$ cat config.mk
export PLATFORM = sky130hd
export DESIGN_NAME = fb_tap_line
export DESIGN_NICKNAME = d
export VERILOG_FILES = /design/src/rtl/fb_tap_line.sv
export SDC_FILE = /design/constraint.sdc
export NUM_CORES = 2
export LEC_CHECK = 0
export ABC_AREA = 1
export BUFFER_PORTS_ARGS = -buffer_cell sky130_fd_sc_hd__buf_2
export CORE_MARGIN = 3
export CORE_UTILIZATION = 54
export DETAILED_ROUTE_END_ITERATION = 7
export PLACE_DENSITY_LB_ADDON = 0.25
export SLEW_MARGIN = 20
export SYNTH_ARGS = -nofsm -noshare
export SYNTH_HDL_FRONTEND = slang
export SYNTH_SLANG_ARGS = --single-unit
$ cat constraint.sdc
create_clock -name clk_en -period 3.5 [get_ports clk_en]
set_input_delay 0.175 -clock clk_en [delete_from_list [all_inputs] [get_ports clk_en]]
set_output_delay 0.175 -clock clk_en [all_outputs]
set_load 0.005 [all_outputs]
$ cat src/rtl/fb_tap_line.sv
// fb_tap_line: shared input delay line for the nonuniform filterbank.
// The last DEPTH accepted samples sit in a circular buffer. Every DECIM
// accepted samples, once the line is primed, the block raises frame_strobe
// and then holds its input until the channel filters send frame_ack.
// Taps are read through a registered random-access port with 1-cycle latency.
// Optional build macro SYMM_PAIR_EN: the read port returns the symmetric pair
// sum x[k] + x[DEPTH-1-k] (DATA_W+1 bits) for linear-phase channels.
module fb_tap_line #(
   parameter int DATA_W = 14,
   parameter int DEPTH  = 119,
   parameter int DECIM  = 60,
   localparam int ADDR_W = $clog2(DEPTH)
) (
   input  logic              clk_en,
   input  logic              reset,
   input  logic              in_valid,
   input  logic [DATA_W-1:0] in_data,
   output logic              in_ready,
   output logic              frame_strobe,
   input  logic              frame_ack,
   input  logic              rd_req,
   input  logic [ADDR_W-1:0] rd_tap,
   output logic              rd_valid,
`ifdef SYMM_PAIR_EN
   output logic [DATA_W:0]   rd_data,
`else
   output logic [DATA_W-1:0] rd_data,
`endif
   output logic              primed
);

`ifdef SYMM_PAIR_EN
   localparam int OUT_W = DATA_W + 1;
`else
   localparam int OUT_W = DATA_W;
`endif

   localparam int CNT_W = $clog2(DEPTH + 1);
   localparam int PH_W  = (DECIM > 1) ? $clog2(DECIM) : 1;

   localparam logic [CNT_W-1:0]  FILL_FULL = CNT_W'(DEPTH);
   localparam logic [ADDR_W-1:0] PTR_LAST  = ADDR_W'(DEPTH - 1);
   localparam logic [PH_W-1:0]   PH_LAST   = PH_W'(DECIM - 1);
   localparam logic [ADDR_W:0]   IDX_OFS   = (ADDR_W + 1)'(DEPTH - 1);
   localparam logic [ADDR_W:0]   IDX_DEPTH = (ADDR_W + 1)'(DEPTH);

   typedef enum logic [1:0] {
      FILL = 2'd0,
      RUN  = 2'd1,
      HOLD = 2'd2
   } state_t;

   state_t              state_q, state_d;
   logic [ADDR_W-1:0]   wr_ptr_q, wr_ptr_d;
   logic [CNT_W-1:0]    fill_cnt_q, fill_cnt_d;
   logic [PH_W-1:0]     phase_cnt_q, phase_cnt_d;
   logic                in_ready_q, in_ready_d;
   logic                frame_strobe_q, frame_strobe_d;
   logic                primed_q, primed_d;
   logic                rd_valid_q, rd_valid_d;
   logic [OUT_W-1:0]    rd_data_q, rd_data_d;
   logic                accept;
   logic [DATA_W-1:0]   mem_q [DEPTH];

   // Physical buffer slot of a logical tap (0 = newest), given the write pointer.
   function automatic logic [ADDR_W-1:0] tap_addr(input logic [ADDR_W-1:0] ptr,
                                                  input logic [ADDR_W-1:0] tap);
      logic [ADDR_W:0] idx;
      idx = {1'b0, ptr} + IDX_OFS - {1'b0, tap};
      if (idx >= IDX_DEPTH) idx = idx - IDX_DEPTH;
      return idx[ADDR_W-1:0];
   endfunction

   // Next-state logic: write pointer, fill/phase counters and frame control.
   always_comb begin
      // NOTE: every variable gets a default first so no path infers a latch.
      state_d        = state_q;
      wr_ptr_d       = wr_ptr_q;
      fill_cnt_d     = fill_cnt_q;
      phase_cnt_d    = phase_cnt_q;
      frame_strobe_d = 1'b0;
      accept         = in_valid && in_ready_q;

      if (accept) begin
         wr_ptr_d    = (wr_ptr_q == PTR_LAST) ? '0 : wr_ptr_q + 1'b1;
         phase_cnt_d = (phase_cnt_q == PH_LAST) ? '0 : phase_cnt_q + 1'b1;
         if (fill_cnt_q != FILL_FULL) fill_cnt_d = fill_cnt_q + 1'b1;
      end

      case (state_q)
         FILL, RUN: begin
            if (accept && (phase_cnt_q == PH_LAST) && (fill_cnt_d == FILL_FULL)) begin
               state_d        = HOLD;
               frame_strobe_d = 1'b1;
            end else if (fill_cnt_d == FILL_FULL) begin
               state_d = RUN;
            end
         end
         HOLD: begin
            if (frame_ack) state_d = RUN;
         end
         default: state_d = FILL;
      endcase

      in_ready_d = (state_d != HOLD);
      primed_d   = (fill_cnt_d == FILL_FULL);
   end

`ifdef SYMM_PAIR_EN
   localparam logic [ADDR_W-1:0] HALF_TAP = ADDR_W'(DEPTH / 2);
   localparam logic [ADDR_W-1:0] MID_TAP  = ADDR_W'((DEPTH - 1) / 2);
   localparam logic              ODD_LEN  = (DEPTH % 2) == 1;

   logic [ADDR_W-1:0] pair_tap;
   logic [DATA_W-1:0] near_val, far_val;

   // Read port: symmetric pair sum, each operand masked by the fill level.
   always_comb begin
      pair_tap   = PTR_LAST - rd_tap;
      near_val   = '0;
      far_val    = '0;
      rd_data_d  = '0;
      rd_valid_d = rd_req;
      if (CNT_W'(rd_tap) < fill_cnt_q) near_val = mem_q[tap_addr(wr_ptr_q, rd_tap)];
      if (CNT_W'(pair_tap) < fill_cnt_q) far_val = mem_q[tap_addr(wr_ptr_q, pair_tap)];
      if (rd_req) begin
         if (rd_tap < HALF_TAP)
            rd_data_d = {near_val[DATA_W-1], near_val} + {far_val[DATA_W-1], far_val};
         else if (ODD_LEN && (rd_tap == MID_TAP))
            rd_data_d = {near_val[DATA_W-1], near_val};
      end
   end
`else
   // Read port: single tap, zero for taps beyond the fill level.
   always_comb begin
      rd_data_d  = '0;
      rd_valid_d = rd_req;
      if (rd_req && (CNT_W'(rd_tap) < fill_cnt_q))
         rd_data_d = mem_q[tap_addr(wr_ptr_q, rd_tap)];
   end
`endif

   // Control and read-port registers with synchronous reset.
   always_ff @(posedge clk_en) begin
      // NOTE: sequential state uses non-blocking assignment so all flops update together.
      if (reset) begin
         state_q        <= FILL;
         wr_ptr_q       <= '0;
         fill_cnt_q     <= '0;
         phase_cnt_q    <= '0;
         in_ready_q     <= 1'b0;
         frame_strobe_q <= 1'b0;
         primed_q       <= 1'b0;
         rd_valid_q     <= 1'b0;
         rd_data_q      <= '0;
      end else begin
         state_q        <= state_d;
         wr_ptr_q       <= wr_ptr_d;
         fill_cnt_q     <= fill_cnt_d;
         phase_cnt_q    <= phase_cnt_d;
         in_ready_q     <= in_ready_d;
         frame_strobe_q <= frame_strobe_d;
         primed_q       <= primed_d;
         rd_valid_q     <= rd_valid_d;
         rd_data_q      <= rd_data_d;
      end
   end

   // Sample storage written on accept.
   always_ff @(posedge clk_en) begin
      // NOTE: the buffer is not reset; fill_cnt masks slots never written.
      if (accept && !reset) mem_q[wr_ptr_q] <= in_data;
   end

   assign in_ready     = in_ready_q;
   assign frame_strobe = frame_strobe_q;
   assign primed       = primed_q;
   assign rd_valid     = rd_valid_q;
   assign rd_data      = rd_data_q;

endmodule
# Word-level counts from Yosys, hierarchy flattened
# Memories as Yosys holds them, arrays and structs flattened. A register that Yosys moved wholly into a read port is not among the register bits.
# Cells that the tools add are included.
[totals] regBits=26 ramBits=1666 inputBits=26 output_inout_bits=18 wordCells=49 memories=1
[classes] add_sub_neg=6 n_lt_le_gt_ge=2 n_eq_ne=7 n_mux=13 bitwise=2 n_reduce_logical=10
[memory_table] name="mem_q" words=119 width=14 rd=1 rd_ports_with_merged_regs=1 wr=1 line="63" source="logic [DATA_W-1:0] mem_q [DEPTH];"
[ops] cell="2-to-1 mux 7 bit" n=5
[ops] cell="adder 7 x 1 -> 7 bit (second input constant)" n=2
[ops] cell="equality test 7 bit (second input constant)" n=2
[ops] cell="adder 7 x 7 -> 8 bit (second input constant)" n=1
[ops] cell="greater-or-equal comparator 8 x 7 -> 1 bit (second input constant)" n=1
[ops] cell="subtractor 8 x 7 -> 8 bit" n=1
[ops] cell="less-than comparator 7 bit" n=1
[ops] cell="inequality test 7 bit (second input constant)" n=1
[ops] cell="subtractor 7 bit (second input constant)" n=1
[ops] cell="adder 6 x 1 -> 6 bit (second input constant)" n=1
[ops] cell="equality test 6 bit (second input constant)" n=1
[ops] cell="2-to-1 mux 2 bit" n=3
[ops] cell="2-to-1 mux 6 bit" n=1
[ops] cell="OR reduction 2 bit" n=3
[ops] cell="logical AND 1 bit" n=5
[ops] cell="one-hot mux 2 bit (2 select lines)" n=1
[ops] cell="2-to-1 mux 1 bit" n=3
[ops] cell="equality test 2 x 1 -> 1 bit (second input constant)" n=1
[ops] cell="equality test 2 bit (second input constant)" n=1
[ops] cell="zero test 2 bit" n=1
[ops] cell="inequality test 2 bit (second input constant)" n=1
[ops] cell="NOT 1 bit" n=2
[ops] cell="zero test 1 bit" n=1

# Longest topological paths before layout
[logic_depth] ltp_word=8 depth_mapped=30

# Least setup slack after synthesis
# No wires, ideal clock.
[synth_timing] path_kind="reg-to-reg" start="register wr_ptr_q[1]" end="register rd_data_q[0] (netlist: rd_data[0]) (read register of mem_q)" setup_ns=0.113 t_arrival_ns=3.412 required_ns=3.387 setup_slack_ns=-0.025 path_stages_with_launch=27 period_less_slack_ns=3.525 path_cell_list="dfxtp_1 > inv_1 > ha_1 > inv_1 > ha_1 > fa_1 > nand2_1 > nand2_1 > nand3_2 > nor2_4 > nand2_2 > nand2_2 > buf_6 > nand2_4 > nand2_2 > buf_12 > buf_6 > buf_6 > nand2_1 > nand3_1 > nand3_1 > nand3_1 > nand3_1 > a21oi_1 > nand2_1 > nand2_1 > nor2_1"
[synth_via] elab_chain_cells=5 elab_cells_between_ends=6
[synth_rtl] element="from (decl)" line="54" source="logic [ADDR_W-1:0] wr_ptr_q, wr_ptr_d;"
[synth_rtl] element="from (signal assigned)" line="158" source="wr_ptr_q <= wr_ptr_d;"
[synth_rtl] element="adder 7 x 7 -> 8 bit *" line="69" source="idx = {1'b0, ptr} + IDX_OFS - {1'b0, tap};"
[synth_rtl] element="subtractor 8 x 7 -> 8 bit *" line="69"
[synth_rtl] element="subtractor 7 bit or greater-or-equal comparator 8 x 7 -> 1 bit (tied branches)" line="70" source="if (idx >= IDX_DEPTH) idx = idx - IDX_DEPTH;"
[synth_rtl] element="2-to-1 mux 7 bit *" line="70"
[synth_rtl] element="2-to-1 mux 7 bit *" line="138" source="if (rd_req && (CNT_W'(rd_tap) < fill_cnt_q))"
[synth_rtl] element="to (decl)" line="61" source="logic [OUT_W-1:0] rd_data_q, rd_data_d;"
# Mark *: on every way between the ends. The rest lies on a longest branch, timed or not. The select of a mux whose other input is x is not followed.
# A chain may end at the register's enable or synchronous reset.

# Final worst setup path
[layout_timing] start="register wr_ptr_q[1]" end="register rd_data_q[1] (netlist: rd_data[1]) (read register of mem_q)"
# Same word-level chain as after synthesis.

==> impl_metrics.env <==
export IMPL_final_setup_viol_count=14
export IMPL_synth_simple_area_share=0.208
export IMPL_required_ns=4.19
export IMPL_hold_start="in_data[0]"
export IMPL_synthXorXnorAreaFrac=0.00103
export IMPL_cts_path_max_buffers=3
export IMPL_worst_slack_ns=-0.409
export IMPL_n_fill_cell=9716
export IMPL_crit_top_cell="nand3_1"
export IMPL_cts_clk_slew_worst_paths_ns=0.07
export IMPL_vias=54634
export IMPL_synth_compound_area_frac=0.0158
export IMPL_hpwl_um=130000
export IMPL_h_tree_depth=4
export IMPL_synth_nets=7106
export IMPL_path_class="reg -> reg"
export IMPL_vdd_ir_drop_max_mv=0.557
export IMPL_final_cells=9495
export IMPL_ys_ff_latch=1706
export IMPL_area_growth_pct=21.9
export IMPL_slowest_delay_ns=0.54
export IMPL_root_buffer="clkbuf_16"
export IMPL_max_freq_mhz=256
export IMPL_start_kind="register"
export IMPL_placed_cell_area_sq_mm=0.0800
export IMPL_finalCriticalPeriod_ns=3.91
export IMPL_cp_max_fo=9
export IMPL_hold_viol_final=0
export IMPL_core_sq_mm=0.136
export IMPL_finalPower_uw=58700
export IMPL_drv_cap=0
export IMPL_ant_nets=0
export IMPL_critPathBufInv=7
export IMPL_drc=0
export IMPL_violations="negative setup slack"
export IMPL_layout_common_cells="nand2_1, edfxtp_1, inv_1"
export IMPL_start_util=0.546
export IMPL_slowest_stage="fa_2"
export IMPL_io_buffers=43
export IMPL_crit_family="simple AND/OR/NAND/NOR gates"
export IMPL_hold_path_class="in -> reg"
export IMPL_seq_area_frac_synth=0.686
export IMPL_die_area_sq_mm=0.142
export IMPL_final_area_sq_mm=0.0903
export IMPL_dp_cells=9054
export IMPL_status="complete, but fails checks"
export IMPL_grt_pass1_vias=52081
export IMPL_overflow=0
export IMPL_synthAdderAreaFrac=0.00432
export IMPL_drtIter0Drc=7265
export IMPL_mostFrequentLayoutCell="nand2_1"
export IMPL_maxSlewViolCount=0
export IMPL_reg2reg_from="wr_ptr_q[1]$_SDFFE_PP0P_"
export IMPL_nets=7634
export IMPL_grt_antenna_before_repair=4
export IMPL_wirelength_um=224000
export IMPL_rows=135
export IMPL_cts_made_buffers=168
export IMPL_setup_worst_path_start="wr_ptr_q[1]$_SDFFE_PP0P_"
export IMPL_endpoint_kind="register"
export IMPL_worst_pin_slew_ns=0.989
export IMPL_grt_pass1_wl_um=328000
export IMPL_syn_inst=7055
export IMPL_drt_pass1_iterations=6
export IMPL_power_per_cell_area_mw_per_mm2=650
export IMPL_via_per_inst=5.75
export IMPL_drive_gt1_frac=0.169
export IMPL_grtUsageTotal=0.312
export IMPL_gp_congestion=0.966
export IMPL_worstSkewPairLatency_ns=0.82
export IMPL_fin_crit_sh=1.12
export IMPL_avgSynthCellArea_sq_um=10.5
export IMPL_cts_sinks=1706
export IMPL_wire_per_inst_um=23.6
export IMPL_synth_area_mux_share=0
export IMPL_yosys_warnings=0
export IMPL_finClkSkew_ns=0.0259
export IMPL_synth_cell_types=40
export IMPL_pin_count=44
export IMPL_cts_tree="done"
export IMPL_die_w_um=376
export IMPL_synth_top_family_by_area="simple AND/OR/NAND/NOR gates"
export IMPL_grt_start_max_net_pins=120
export IMPL_netlist_area_sq_mm=0.0741
export IMPL_rsz0062_at_grt="true"
export IMPL_max_slew_margin=0.341
export IMPL_power_leakage_uw=0.0374
export IMPL_die_y_um=376
export IMPL_crit_arrival_ns=4.60
## flip-flops by register name (all words and copies together) (netlist names)
| name | flops |
|---|---|
| fill_cnt_q | 7 |
| in_ready | 1 |
| primed | 1 |
| phase_cnt_q | 6 |
| frame_strobe | 1 |
| state_q | 2 |
| mem_q | 1666 |
| rd_valid | 1 |
| wr_ptr_q | 7 |
| rd_data | 14 |
## per-stage QoR
stage	worst slack, ns	util	hold WS (ns)	setup TNS, ns
after global routing	-0.517	0.665	0.0322	-6.47
after global placement	-0.970	0.589	0.406	-10.36
after floorplan	0.0420	-	0.274	0
after detailed placement	-1.00	0.589	0.431	-11.07
final	-0.409	0.665	0.0370	-4.70
after CTS	-0.339	0.656	0.00103	-4.11
## where the power goes
part	switching, uW	leakage [uW]	internal, uW
sequential	47.4	0.0153	22400
combinational	11300	0.0194	6960
clock	7660	0.00268	10400
total	19000	0.0374	39800
## layout make-up
type / instances / area [sq um] / area share
antenna: 3 / 7.51 / 0.0000831
clock buffer: 220 / 4710 / 0.0521
clock inverter: 78 / 752 / 0.00833
inverter: 1094 / 4120 / 0.0456
tap: 1781 / 2230 / 0.0247
sequential: 1706 / 50800 / 0.563
timing repair buffer: 731 / 8600 / 0.0952
multi-input combinational: 3882 / 19100 / 0.211
## final timing paths
kind                                  to  slack (ns)  cells past startpoint
min              mem_q[113][0]$_DFFE_PP_        0.04                      1
max reg2reg        rd_data[1]$_SDFF_PP0_       -0.41                     27
min reg2reg  phase_cnt_q[5]$_SDFFE_PP0P_        0.48                      2
max                rd_data[1]$_SDFF_PP0_       -0.41                     27
## cells by family (layout without fill, tap and decap cells)
family,count (synthesis),in the layout
flip-flops,1706,1706
AO/OA/AOI/OAI,179,179
AND/OR/NAND/NOR,3670,3671
XOR/XNOR,7,7
buffers and inverters,1468,2123
adder cells (fa/ha/maj),25,25
other,0,3
## repair_timing
action / CTS / global route
setup buffers: 57 / 19
endpoints found under the setup margin: 14 / 14
endpoints found under the hold margin: 266 / 0
hold buffers: 15 / 0
cloned: 41 / 9
resized for setup: 366 / 153
pin swaps: 91 / 46
## worst register-to-register path, cell delays in order (launching register included)
cell	delay (ns)
dfxtp_2	0.34
inv_2	0.05
ha_4	0.25
inv_2	0.04
ha_4	0.15
fa_2	0.54
nand2_2	0.06
nand2_2	0.08
nand3_2	0.09
nor2_4	0.10
nand2_2	0.09
nand2_4	0.12
buf_6	0.14
nand2_8	0.07
nand2_8	0.16
buf_12	0.17
buf_16	0.17
buf_12	0.12
buf_16	0.13
nand2_1	0.06
nand3_1	0.08
nand3_1	0.13
nand3_1	0.13
nand3_2	0.11
nand3_1	0.10
nand2_1	0.12
nor2_1	0.15
nor2_1	0.07
## synthesized netlist by cell type (all sizes together)
cell type / count / area share
edfxtp: 1666 / 0.68
nor2: 200 / 0.010
buf: 302 / 0.025
nor3: 12 / 0.00081
nand3b: 3 / 0.00030
o211ai: 103 / 0.010
nor4: 2 / 0.00017
nand4: 11 / 0.00093
and3: 2 / 0.00017
inv: 1090 / 0.055
xor2: 5 / 0.00069
clkinv: 4 / 0.00020
clkbuf: 72 / 0.0036
o21ai: 35 / 0.0024
fa: 1 / 0.00027
a2111oi: 2 / 0.00024
nor3b: 1 / 0.00010
and2: 2 / 0.00017
nand2: 2189 / 0.11
a21oi: 37 / 0.0025
o21a: 1 / 0.00010
nand3: 1248 / 0.084
dfxtp: 40 / 0.011
ha: 24 / 0.0041
xnor2: 2 / 0.00034
o2111a: 1 / 0.00015
## routing by layer
layer	wire length (um)	GRT usage
met5	114	0.00377
met3	26400	0.0657
met2	101000	0.476
met1	85900	0.438
met4	9880	0.131
Note: power is estimated with default switching activity, not from simulation.
